--- config.mk ---
export PLATFORM = sky130hd
export DESIGN_NAME = siso_shift_ctrl
export DESIGN_NICKNAME = d
export VERILOG_FILES = /design/src/rtl/siso_shift_ctrl.sv
export SDC_FILE = /design/constraint.sdc
export NUM_CORES = 1
export LEC_CHECK = 0
export ABC_AREA = 0
export CORE_MARGIN = 2
export CORE_UTILIZATION = 51
export CTS_BUF_LIST = sky130_fd_sc_hd__clkbuf_4
export CTS_CLUSTER_SIZE = 10
export DETAILED_ROUTE_END_ITERATION = 7
export GPL_ROUTABILITY_DRIVEN = 0
export PLACE_DENSITY = 0.88
export SLEW_MARGIN = 20
export SYNTH_ARGS = -nofsm -noshare
export SYNTH_HDL_FRONTEND = slang
export SYNTH_SLANG_ARGS = --single-unit
--- constraint.sdc ---
create_clock -name i_clk -period 1.8 [get_ports i_clk]
set_input_delay 0.45 -clock i_clk [delete_from_list [all_inputs] [get_ports i_clk]]
set_output_delay 0.45 -clock i_clk [all_outputs]
set_load 0.01 [all_outputs]
--- src/rtl/siso_shift_ctrl.sv ---
// Serial-out sequencer: takes WIDTH-bit words over valid/ready and shifts them out MSB-first.
// Optional even-parity trailer bit when SISO_PARITY_EN is defined.
module siso_shift_ctrl #(
    parameter int WIDTH      = 4,
    parameter int GAP_CYCLES = 1,
    parameter int CNT_W      = 4
) (
    input  logic             i_clk,
    input  logic             i_rst_n,
    input  logic             i_in_valid,
    input  logic [WIDTH-1:0] i_in_data,
    output logic             o_in_ready,
    input  logic             i_stall,
    output logic             o_s_out,
    output logic             o_s_en,
    output logic             o_busy,
    output logic             o_done
);

`ifdef SISO_PARITY_EN
    localparam int FRAME_W = WIDTH + 1;
`else
    localparam int FRAME_W = WIDTH;
`endif

    localparam logic [CNT_W-1:0] BIT_LOAD = CNT_W'(FRAME_W - 1);
    localparam logic [CNT_W-1:0] GAP_LOAD = (GAP_CYCLES > 0) ? CNT_W'(GAP_CYCLES - 1) : '0;
    localparam logic [CNT_W-1:0] CNT_ONE  = CNT_W'(1);

    typedef enum logic [1:0] {
        ST_IDLE  = 2'd0,
        ST_SHIFT = 2'd1,
        ST_GAP   = 2'd2
    } state_t;

    state_t             r_state;
    logic [FRAME_W-1:0] r_shift;
    logic [CNT_W-1:0]   r_bit_cnt;
    logic [CNT_W-1:0]   r_gap_cnt;
    logic               r_s_out;
    logic               r_s_en;
    logic               r_done;

    state_t             w_state_nxt;
    logic [FRAME_W-1:0] w_shift_nxt;
    logic [CNT_W-1:0]   w_bit_cnt_nxt;
    logic [CNT_W-1:0]   w_gap_cnt_nxt;
    logic               w_s_out_nxt;
    logic               w_s_en_nxt;
    logic               w_done_nxt;
    logic [FRAME_W-1:0] w_load;

`ifdef SISO_PARITY_EN
    function automatic logic f_parity(input logic [WIDTH-1:0] data);
        return ^data;
    endfunction

    assign w_load = {i_in_data, f_parity(i_in_data)};
`else
    assign w_load = i_in_data;
`endif

    assign o_in_ready = (r_state == ST_IDLE);
    assign o_busy     = (r_state != ST_IDLE);
    assign o_s_out    = r_s_out;
    assign o_s_en     = r_s_en;
    assign o_done     = r_done;

    always_ff @(posedge i_clk or negedge i_rst_n) begin
        if (!i_rst_n) begin
            r_state   <= ST_IDLE;
            r_shift   <= '0;
            r_bit_cnt <= '0;
            r_gap_cnt <= '0;
            r_s_out   <= 1'b0;
            r_s_en    <= 1'b0;
            r_done    <= 1'b0;
        end else begin
            r_state   <= w_state_nxt;
            r_shift   <= w_shift_nxt;
            r_bit_cnt <= w_bit_cnt_nxt;
            r_gap_cnt <= w_gap_cnt_nxt;
            r_s_out   <= w_s_out_nxt;
            r_s_en    <= w_s_en_nxt;
            r_done    <= w_done_nxt;
        end
    end

    // Outputs are registered, so each edge computes what the next cycle presents;
    // r_shift holds the bits still to be presented, next one at the MSB.
    always_comb begin
        w_state_nxt   = r_state;
        w_shift_nxt   = r_shift;
        w_bit_cnt_nxt = r_bit_cnt;
        w_gap_cnt_nxt = r_gap_cnt;
        w_s_out_nxt   = r_s_out;
        w_s_en_nxt    = 1'b0;
        w_done_nxt    = 1'b0;

        case (r_state)
            ST_IDLE: begin
                w_s_out_nxt = 1'b0;
                if (i_in_valid) begin
                    w_state_nxt   = ST_SHIFT;
                    w_s_out_nxt   = w_load[FRAME_W-1];
                    w_s_en_nxt    = 1'b1;
                    w_shift_nxt   = w_load << 1;
                    w_bit_cnt_nxt = BIT_LOAD;
                end
            end
            ST_SHIFT: begin
                if (!i_stall) begin
                    if (r_bit_cnt == '0) begin
                        w_done_nxt  = 1'b1;
                        w_s_out_nxt = 1'b0;
                        w_shift_nxt = '0;
                        if (GAP_CYCLES > 0) begin
                            w_state_nxt   = ST_GAP;
                            w_gap_cnt_nxt = GAP_LOAD;
                        end else begin
                            w_state_nxt = ST_IDLE;
                        end
                    end else begin
                        w_s_out_nxt   = r_shift[FRAME_W-1];
                        w_s_en_nxt    = 1'b1;
                        w_shift_nxt   = r_shift << 1;
                        w_bit_cnt_nxt = r_bit_cnt - CNT_ONE;
                    end
                end
            end
            ST_GAP: begin
                w_s_out_nxt = 1'b0;
                if (r_gap_cnt == '0) begin
                    w_state_nxt = ST_IDLE;
                end else begin
                    w_gap_cnt_nxt = r_gap_cnt - CNT_ONE;
                end
            end
            default: begin
                w_state_nxt = ST_IDLE;
            end
        endcase
    end

endmodule

==> metrics, run 1 <==
first-pass GRT wire length 4480 um; status completed; vias per inst between 5 and 6; total track usage about a quarter; r2r worst-path depth 6; Placement Cell Area 0.00135 sq mm; net load switching power about 0.9 mW; max-slew violation count 0; Pre-Repair DR Iteration Count 4; VDD IR max between 0.7 and 0.8 mV; Gate Count Post-Synth about 110; Initial Utilization ~53%; share of the synthesized area in the top cell type 38.6%; die area between 0.002 and 0.0025 sq mm; CP bufs+invs 3; clock power share under 10%; Clk Latency, worst-skew pair around 300 ps; synth cell count leaders 16 x dfrtp_1, 14 x nand2_1, 9 x ha_1, 9 x inv_1, 7 x nand3_1; sequential power share roughly 28%; Seq/Total Area, Yosys 38.6%; initial antenna violation count 0; PD cells approximately 1500 mW/mm^2; max_slew headroom a little over two thirds; CP max stage cell dfrtp_1; switch share about 40%; Peak Freq ~570 MHz; Clock Path Buffers 2; number of max-cap violations 0; crit path cell chain inv_2, ha_4, inv_1, dlygate4sd2_1; Final Hold Violating Endpoints 0; H-tree Lvls 1; crit-path leading delay family buffers and inverters; routed wire length 2750 um; Min-Delay Path Class in2async; synth unique cells 39; Core Box Area around 0.002 sq mm; cell internal pwr ~1.3 mW; Setup crit end kind primary output; leakage slightly below 0.7 nW; count leader, synth dfrtp_1; nets@finish ~170; fin area 0.00147 sq mm; Max stage delay on crit path approximately 420 ps; Comb power frac around 63%; Hold WS ~450 ps; Worst R2R End r_state[0]; WL/cell between 15 and 20 um; row cnt 16; Syn Area/Cell between 9 and 10 sq um; Critical Path Fanout Max 5; top_reg_cell synth dfrtp_1; Tmin final between 1500 and 2000 ps; clock sink count 16; # DRC 0; WP data arrival 1310 ps; Post-synth EDFFs 0; Post-DP HPWL 1980 um; # setup viols final 0; final setup margin ~38 ps; Root Buffer clkbuf_4; synth warn 0; total number of vias 997; CTS tree yes; CTS Buf Count 3; Post-Place Setup Slack -153 ps; Die Wd just under 50 um; Synth Register Bits 16; vias in the first global route 1007; hold-fix buffers at CTS 0; mapped cell area slightly above 0.001 sq mm; Die H 49.1 um; Worst-Margin Slew around 440 ps; final total power approximately 2.2 mW; Area Overhead vs Synth 41.5%; Area contributors post-synth dfrtp_1 39%, ha_1 11%, nand2_1 5.1%, nand3_1 3.4%, inv_1 3.3%; port buffer count 12; post-synth net total approximately 120; async set or reset register ratio after synthesis 100%; CP startpoint kind flip-flop; DR iter-0 viols 27; layout cells sized above 1 roughly 36%; antenna cell count 0; I/O pin cnt 13; R2R setup slack about 60 ps; Tcrit/Tclk final between 90% and 100%; Req. time, crit path between 1000 and 1500 ps; R2R Path Start r_bit_cnt[1]; largest area contributor in the netlist dfrtp_1; GRT overflow 0; Worst-path clk slew around 110 ps; FILL cells roughly 140; Worst Skew 14.1 ps; pin count of the biggest net entering global routing 17; Detail Route Antenna Nets 0; Setup CP Type reg2out
[flip-flops by register name (all words and copies together), names as in the netlist]
signal and flops:
r_gap_cnt 4, o_done 1, r_shift 3, r_state 2
o_s_out 1, r_bit_cnt 4, o_s_en 1
[timing repair]
item / CTS / global route
pin swaps: 0 / 4
setup endpoints to repair: 6 / 3
endpoints found under the hold margin: 0 / 0
resized for setup: 7 / 7
setup buffers: 1 / 7
[worst max-delay path by stage]
stage,from,to,slack (ps),cells after the start
final,r_state[1],o_busy,40,4
after global routing,r_state[1],o_busy,-10,4
after CTS,r_gap_cnt[0],r_state[0],20,6
after detailed placement,i_in_valid,r_bit_cnt[3],-150,5
after global placement,i_in_valid,r_bit_cnt[3],-50,5
after floorplan,r_bit_cnt[0],r_state[0],30,7
[metal layers]
layer  share of wire, %  GRT usage (%)  vias up
met4                2.1           10.5        0
met3                3.6           6.13        9
met1                 41           26.1      484
li1                   -              -      470
met2                 53           45.5       34
met5                  0              0        -
[cell families after synthesis]
group / after synthesis / share of synthesized area, %
compound gates: 21 / 17.2
fa+ha+maj: 9 / 10.9
buf+inv: 12 / 5.43
flops: 16 / 38.6
mux: 3 / 3.50
simple gates: 45 / 24.4
[layout by cell type (no fill, tap or decap), types with 2 or more instances in the layout]
master	Yosys	layout
ha_1	9	6
nand3_1	7	7
clkdlybuf4s50_1	0	10
a22o_1	3	3
or3_1	2	2
nor3_1	4	3
dlygate4sd2_1	0	2
a221o_1	2	2
o21ai_0	2	2
clkbuf_4	0	3
dfrtp_1	16	16
ha_4	0	2
inv_1	9	4
a22oi_1	3	3
inv_2	0	5
o22ai_1	2	2
a21oi_1	3	3
buf_4	1	29
nand2_1	14	13
nand4b_1	2	2
nor2_1	4	4
[power by group through the flow]
stage	clock (mW)	sequential, mW	combinational, mW
after floorplan	0	0.600	0.672
after global placement	0	0.601	1.13
after detailed placement	0	0.614	1.20
after CTS	0.206	0.606	1.24
after global routing	0.229	0.627	1.50
final	0.206	0.615	1.37
[worst register-to-register path: cells and delay by family, from the launching register on]
kind | cells | cell delay, ps
compound gates | 1 | 220
buf+inv | 1 | 80
flops | 1 | 390
mux | 1 | 300
simple gates | 2 | 520
fa+ha+maj | 1 | 130
[layout make-up]
type / count / area [sq um] / area share [%]
Clock buffer: 3 / 22.5 / 1.54
Sequential cell: 16 / 400 / 27.3
Tap cell: 27 / 33.8 / 2.30
Multi-Input combinational cell: 78 / 617 / 42.1
Inverter: 9 / 33.8 / 2.30
Timing Repair Buffer: 42 / 355 / 24.2
Clock inverter: 1 / 3.75 / 0.256
[per-stage QoR]
stage / util, % / setup TNS, ps / cells
global placement: 69.4 / -72.5 / 164
CTS: 71.8 / 0 / 169
finish: 75.5 / 0 / 176
global route: 75.5 / -22.6 / 176
floorplan: - / 0 / 106
detailed placement: 69.4 / -505 / 164
Power figures use the tool's default switching activity.
==> run 2, diff against run 1 <==
--- a/config.mk
+++ b/config.mk
@@ -6,13 +6,15 @@
 export NUM_CORES = 1
 export LEC_CHECK = 0
 export ABC_AREA = 0
+export CELL_PAD_IN_SITES_DETAIL_PLACEMENT = 1
+export CELL_PAD_IN_SITES_GLOBAL_PLACEMENT = 1
 export CORE_MARGIN = 2
-export CORE_UTILIZATION = 51
+export CORE_UTILIZATION = 39
 export CTS_BUF_LIST = sky130_fd_sc_hd__clkbuf_4
 export CTS_CLUSTER_SIZE = 10
 export DETAILED_ROUTE_END_ITERATION = 7
 export GPL_ROUTABILITY_DRIVEN = 0
-export PLACE_DENSITY = 0.88
+export PLACE_DENSITY = 0.87
 export SLEW_MARGIN = 20
 export SYNTH_ARGS = -nofsm -noshare
 export SYNTH_HDL_FRONTEND = slang
==> metrics, run 2 (synthesized netlist as in run 1, its figures left out) <==
status completed; Setup crit start r_bit_cnt[0]; Min-Delay Path Class in2async; Die Wd between 50 and 60 um; crit-path leading delay family simple AND/OR/NAND/NOR gates; PD cells between 1500 and 2000 mW/mm^2; Clk Latency, worst-skew pair between 300 and 400 ps; final total power around 2.2 mW; r2r worst-path depth 6; I/O pin cnt 13; Final Hold Violating Endpoints 0; Core Box Area about 0.0025 sq mm; Req. time, crit path about 2000 ps; CTS Buf Count 3; FILL cells ~280; Initial Utilization about two fifths; vias per inst approximately 5.5; R2R Path Start r_bit_cnt[0]; Pre-Repair DR Iteration Count 4; Clock Path Buffers 2; commonest non-fill, non-tap cell in the layout buf_4; initial antenna violation count 0; VDD IR max 1.09 mV; Peak Freq about 570 MHz; Hold WS about 460 ps; CTS tree yes; R2R setup slack ~41 ps; port buffer count 12; Worst-path clk slew 110 ps; RSZ-0062 raised after global routing yes; WP data arrival around 2000 ps; layout cells sized above 1 approximately 37%; nets@finish between 150 and 200; routed wire length 3260 um; CP startpoint kind flip-flop; Tcrit/Tclk final about 98%; # setup viols final 0; Worst R2R End r_state[0]; max_slew headroom between 70 and 80%; antenna cell count 0; Root Buffer clkbuf_4; Worst-Margin Slew roughly 410 ps; Max stage delay on crit path approximately 430 ps; fin area about 0.0015 sq mm; CP bufs+invs 1; Largest regs r_bit_cnt: 4 flops, r_gap_cnt: 4 flops, r_shift: 3 flops; clock sink count 16; GRT overflow 0; Worst Skew ~12 ps; # DRC 0; Placement Cell Area between 0.001 and 0.0015 sq mm; pin count of the biggest net entering global routing 17; DR iter-0 viols 18; vias in the first global route 1108; Detail Route Antenna Nets 0; max-slew violation count 0; total number of vias 983; commonest non-fill, non-tap cells in the layout 31 x buf_4, 16 x dfrtp_1, 12 x nand2_1; Post-DP HPWL between 2000 and 2500 um; row cnt 18; H-tree Lvls 1; first-pass GRT wire length 5170 um; Tmin final between 1500 and 2000 ps; WL/cell about 18 um; Die H between 50 and 60 um; number of max-cap violations 0; Setup CP Type reg2reg; leakage around 0.7 nW; crit path cell chain inv_2, ha_4, or3b_4, o21ai_4, nand3_4, mux2_4; die area between 0.003 and 0.004 sq mm; Area Overhead vs Synth 42.3%; Setup crit end kind flip-flop; Critical Path Fanout Max 6; CP Depth 6; total track usage roughly a fifth; CP max stage cell or3b_4
-- run 2: timing repair --
action                                  4_1_cts  5_1_grt
endpoints found under the setup margin        6        7
resized for setup                             8       11
pin swaps                                     0        3
hold buffers                                  0        0
buffers inserted                              1        8
-- run 2: layer usage --
metal | GRT usage (%) | vias up | routed length, um | part of all wire (%)
met4 | 6.97 | 0 | 21 | 0.64
met2 | 39.8 | 15 | 1780 | 55
met5 | 0 | - | 0 | 0
met1 | 23.4 | 494 | 1390 | 43
li1 | - | 470 | - | -
met3 | 3.75 | 4 | 69 | 2.1
-- run 2: worst max-delay path by stage --
stage,endpoint
after floorplan,r_state[0]
after global placement,r_state[0]
after detailed placement,r_bit_cnt[3]
after CTS,r_state[0]
after global routing,r_state[1]
final,r_state[0]
-- run 2: layout make-up --
| type | instances | area, sq um | share of cell area, % |
|---|---|---|---|
| multi-input cells | 78 | 624 | 42.4 |
| flip-flops and latches | 16 | 400 | 27.2 |
| repair buffers | 43 | 352 | 23.9 |
| well taps | 30 | 37.5 | 2.55 |
| inverters | 9 | 33.8 | 2.29 |
| clock buffers | 3 | 22.5 | 1.53 |
| clock inverters | 1 | 3.75 | 0.255 |
-- run 2: worst reg2reg max path, cell delays in order, from the launching register on --
cell	delay (ps)
dfrtp_1	400
inv_2	90
ha_4	130
or3b_4	430
o21ai_4	210
nand3_4	90
mux2_4	310
-- run 2: report_power, final --
group / internal (mW) / switching, mW
registers: 0.495 / 0.122
clock network: 0.0809 / 0.135
logic: 0.714 / 0.670
total: 1.29 / 0.926
-- run 2: stage by stage --
stage	TNS [ps]	util (%)	std cells	setup slack [ps]
detailed placement	-318	53.6	167	-88.3
global route	-55.3	59.0	180	-21.4
floorplan	0	-	106	27.0
CTS	0	55.5	172	0.735
finish	0	59.0	180	40.6
global placement	-55.5	53.6	167	-33.6
==> run 3, diff against run 2 <==
--- a/config.mk
+++ b/config.mk
@@ -8,10 +8,9 @@
 export ABC_AREA = 0
 export CELL_PAD_IN_SITES_DETAIL_PLACEMENT = 1
 export CELL_PAD_IN_SITES_GLOBAL_PLACEMENT = 1
-export CORE_MARGIN = 2
 export CORE_UTILIZATION = 39
 export CTS_BUF_LIST = sky130_fd_sc_hd__clkbuf_4
-export CTS_CLUSTER_SIZE = 10
+export CTS_CLUSTER_SIZE = 20
 export DETAILED_ROUTE_END_ITERATION = 7
 export GPL_ROUTABILITY_DRIVEN = 0
 export PLACE_DENSITY = 0.87
==> metrics, run 3 (synthesized netlist as in run 1, its figures left out) <==
port buffer count 12; Area Overhead vs Synth 44.9%; Largest regs r_bit_cnt: 4 flops, r_gap_cnt: 4 flops, r_shift: 3 flops; commonest non-fill, non-tap cell in the layout buf_4; Detail Route Antenna Nets 0; total track usage between 20 and 30%; # setup viols final 0; CP max stage cell or3b_4; crit path cell chain inv_2, ha_4, or3b_4, buf_4, buf_4, nand2_1, o22ai_1, a22oi_1; max_slew headroom between 60% and 70%; fin cells around 180; pin count of the biggest net entering global routing 17; crit-path leading delay family simple AND/OR/NAND/NOR gates; antenna cell count 0; vias per inst about 5.8; Post-DP HPWL ~2400 um; CTS tree yes; Req. time, crit path roughly 2000 ps; PD cells roughly 1500 mW/mm^2; commonest non-fill, non-tap cells in the layout 32 x buf_4, 16 x dfrtp_1, 13 x nand2_1; GRT overflow 0; Critical Path Fanout Max 5; Root Buffer clkbuf_4; Worst-path clk slew ~110 ps; fin area ~0.0015 sq mm; net load switching power 0.971 mW; status completed; max-slew violation count 0; Setup crit end kind flip-flop; CP dominant cell by count buf_4; Die Wd around 54 um; R2R Path Start r_bit_cnt[1]; layout cells sized above 1 between 30 and 40%; total number of vias between 1000 and 1500; Core Box Area roughly 0.0025 sq mm; nets@finish between 150 and 200; H-tree Lvls 1; DR iter-0 viols 11; switch share approximately 43%; hold-fix buffers at CTS 0; r2r worst-path depth 8; initial antenna violation count 0; Worst Skew between 7 and 8 ps; Worst-Margin Slew ~470 ps; Setup crit end r_bit_cnt[1]; Placement Cell Area about 0.0013 sq mm; Peak Freq about 560 MHz; Comb power frac a little under two thirds; # DRC 0; Max stage delay on crit path 430 ps; number of max-cap violations 0; FILL cells 287; Clk Latency, worst-skew pair 310 ps; Final Hold Violating Endpoints 0; sequential power share a little over a quarter; Tcrit/Tclk final ~100%; clock sink count 16; R2R setup slack 6 ps; CP bufs+invs 3; RSZ-0062 raised after global routing yes; VDD IR max around 0.77 mV; Initial Utilization about two fifths; WL/cell between 15 and 20 um; CP Depth 8; die area roughly 0.0029 sq mm; first-pass GRT wire length around 5500 um; row cnt 18; cell internal pwr between 1 and 1.5 mW; Die H between 50 and 60 um; Placed Cells 166; Min-Delay Path Class in2async; Setup CP Type reg2reg; clock power share a little under a tenth; Pre-Repair DR Iteration Count 4; I/O pin cnt 13; CP startpoint kind flip-flop; CTS Buf Count 3; Setup crit start r_bit_cnt[1]; Tmin final around 1800 ps; vias in the first global route between 1000 and 1500; Clock Path Buffers 2; routed wire length around 3600 um; WP data arrival 2010 ps; Worst R2R End r_bit_cnt[1]; leakage about 0.69 nW
-- run 3: cell types whose count changed in the layout (fill, tap and decap cells not counted), sizes merged --
cell	before	now
buf	31	32
-- run 3: layout make-up --
type | instances | area, sq um | area share (%)
multi-input combinational | 78 | 644 | 42.9
sequential | 16 | 400 | 26.7
timing repair buffer | 44 | 359 | 23.9
tap | 30 | 37.5 | 2.50
inverter | 9 | 33.8 | 2.25
clock buffer | 3 | 22.5 | 1.50
clock inverter | 1 | 3.75 | 0.250
-- run 3: worst min path at each step --
stage          startpoint            to  slack (ps)  depth (start not counted)
2_1_floorplan     i_rst_n        o_done         150                          0
3_3_place_gp      o_s_out       o_s_out         490                          1
3_5_place_dp      o_s_out       o_s_out         510                          1
4_1_cts           i_rst_n  r_bit_cnt[3]         470                          2
5_1_grt           i_rst_n  r_bit_cnt[3]         490                          2
6_report          i_rst_n  r_bit_cnt[3]         450                          2
-- run 3: power by group through the flow --
stage,clock network [mW],registers [mW],logic (mW)
after floorplan,0,0.600,0.672
after global placement,0,0.614,1.10
after detailed placement,0,0.621,1.19
after CTS,0.206,0.604,1.35
after global routing,0.245,0.632,1.57
final,0.215,0.619,1.45
-- run 3: repair_timing --
item                                    4_1_cts  5_1_grt
endpoints found under the setup margin        9       11
pin swaps                                     2        7
buffers inserted                              9        2
resized for setup                            11       11
hold endpoints to repair                      0        0
-- run 3: stage by stage --
step / setup TNS, ps / hold slack [ps] / setup slack, ps / utilization [%] / power, mW
final: 0 / 454 / 6.00 / 60.1 / 2.29
after global routing: -247 / 485 / -88.4 / 60.1 / 2.45
after CTS: 0 / 470 / 0.188 / 58.2 / 2.16
after detailed placement: -604 / 505 / -130 / 53.3 / 1.81
after global placement: -90.2 / 488 / -50.7 / 53.3 / 1.71
after floorplan: 0 / 154 / 27.0 / - / 1.27
-- run 3: metal layers --
metal / GRT usage (%) / up-vias / share of wire [%]
met1: 30.0 / 529 / 41
met3: 5.37 / 14 / 3.1
li1: - / 472 / -
met2: 50.8 / 32 / 51
met4: 14.0 / 0 / 4.2
met5: 0 / - / 0
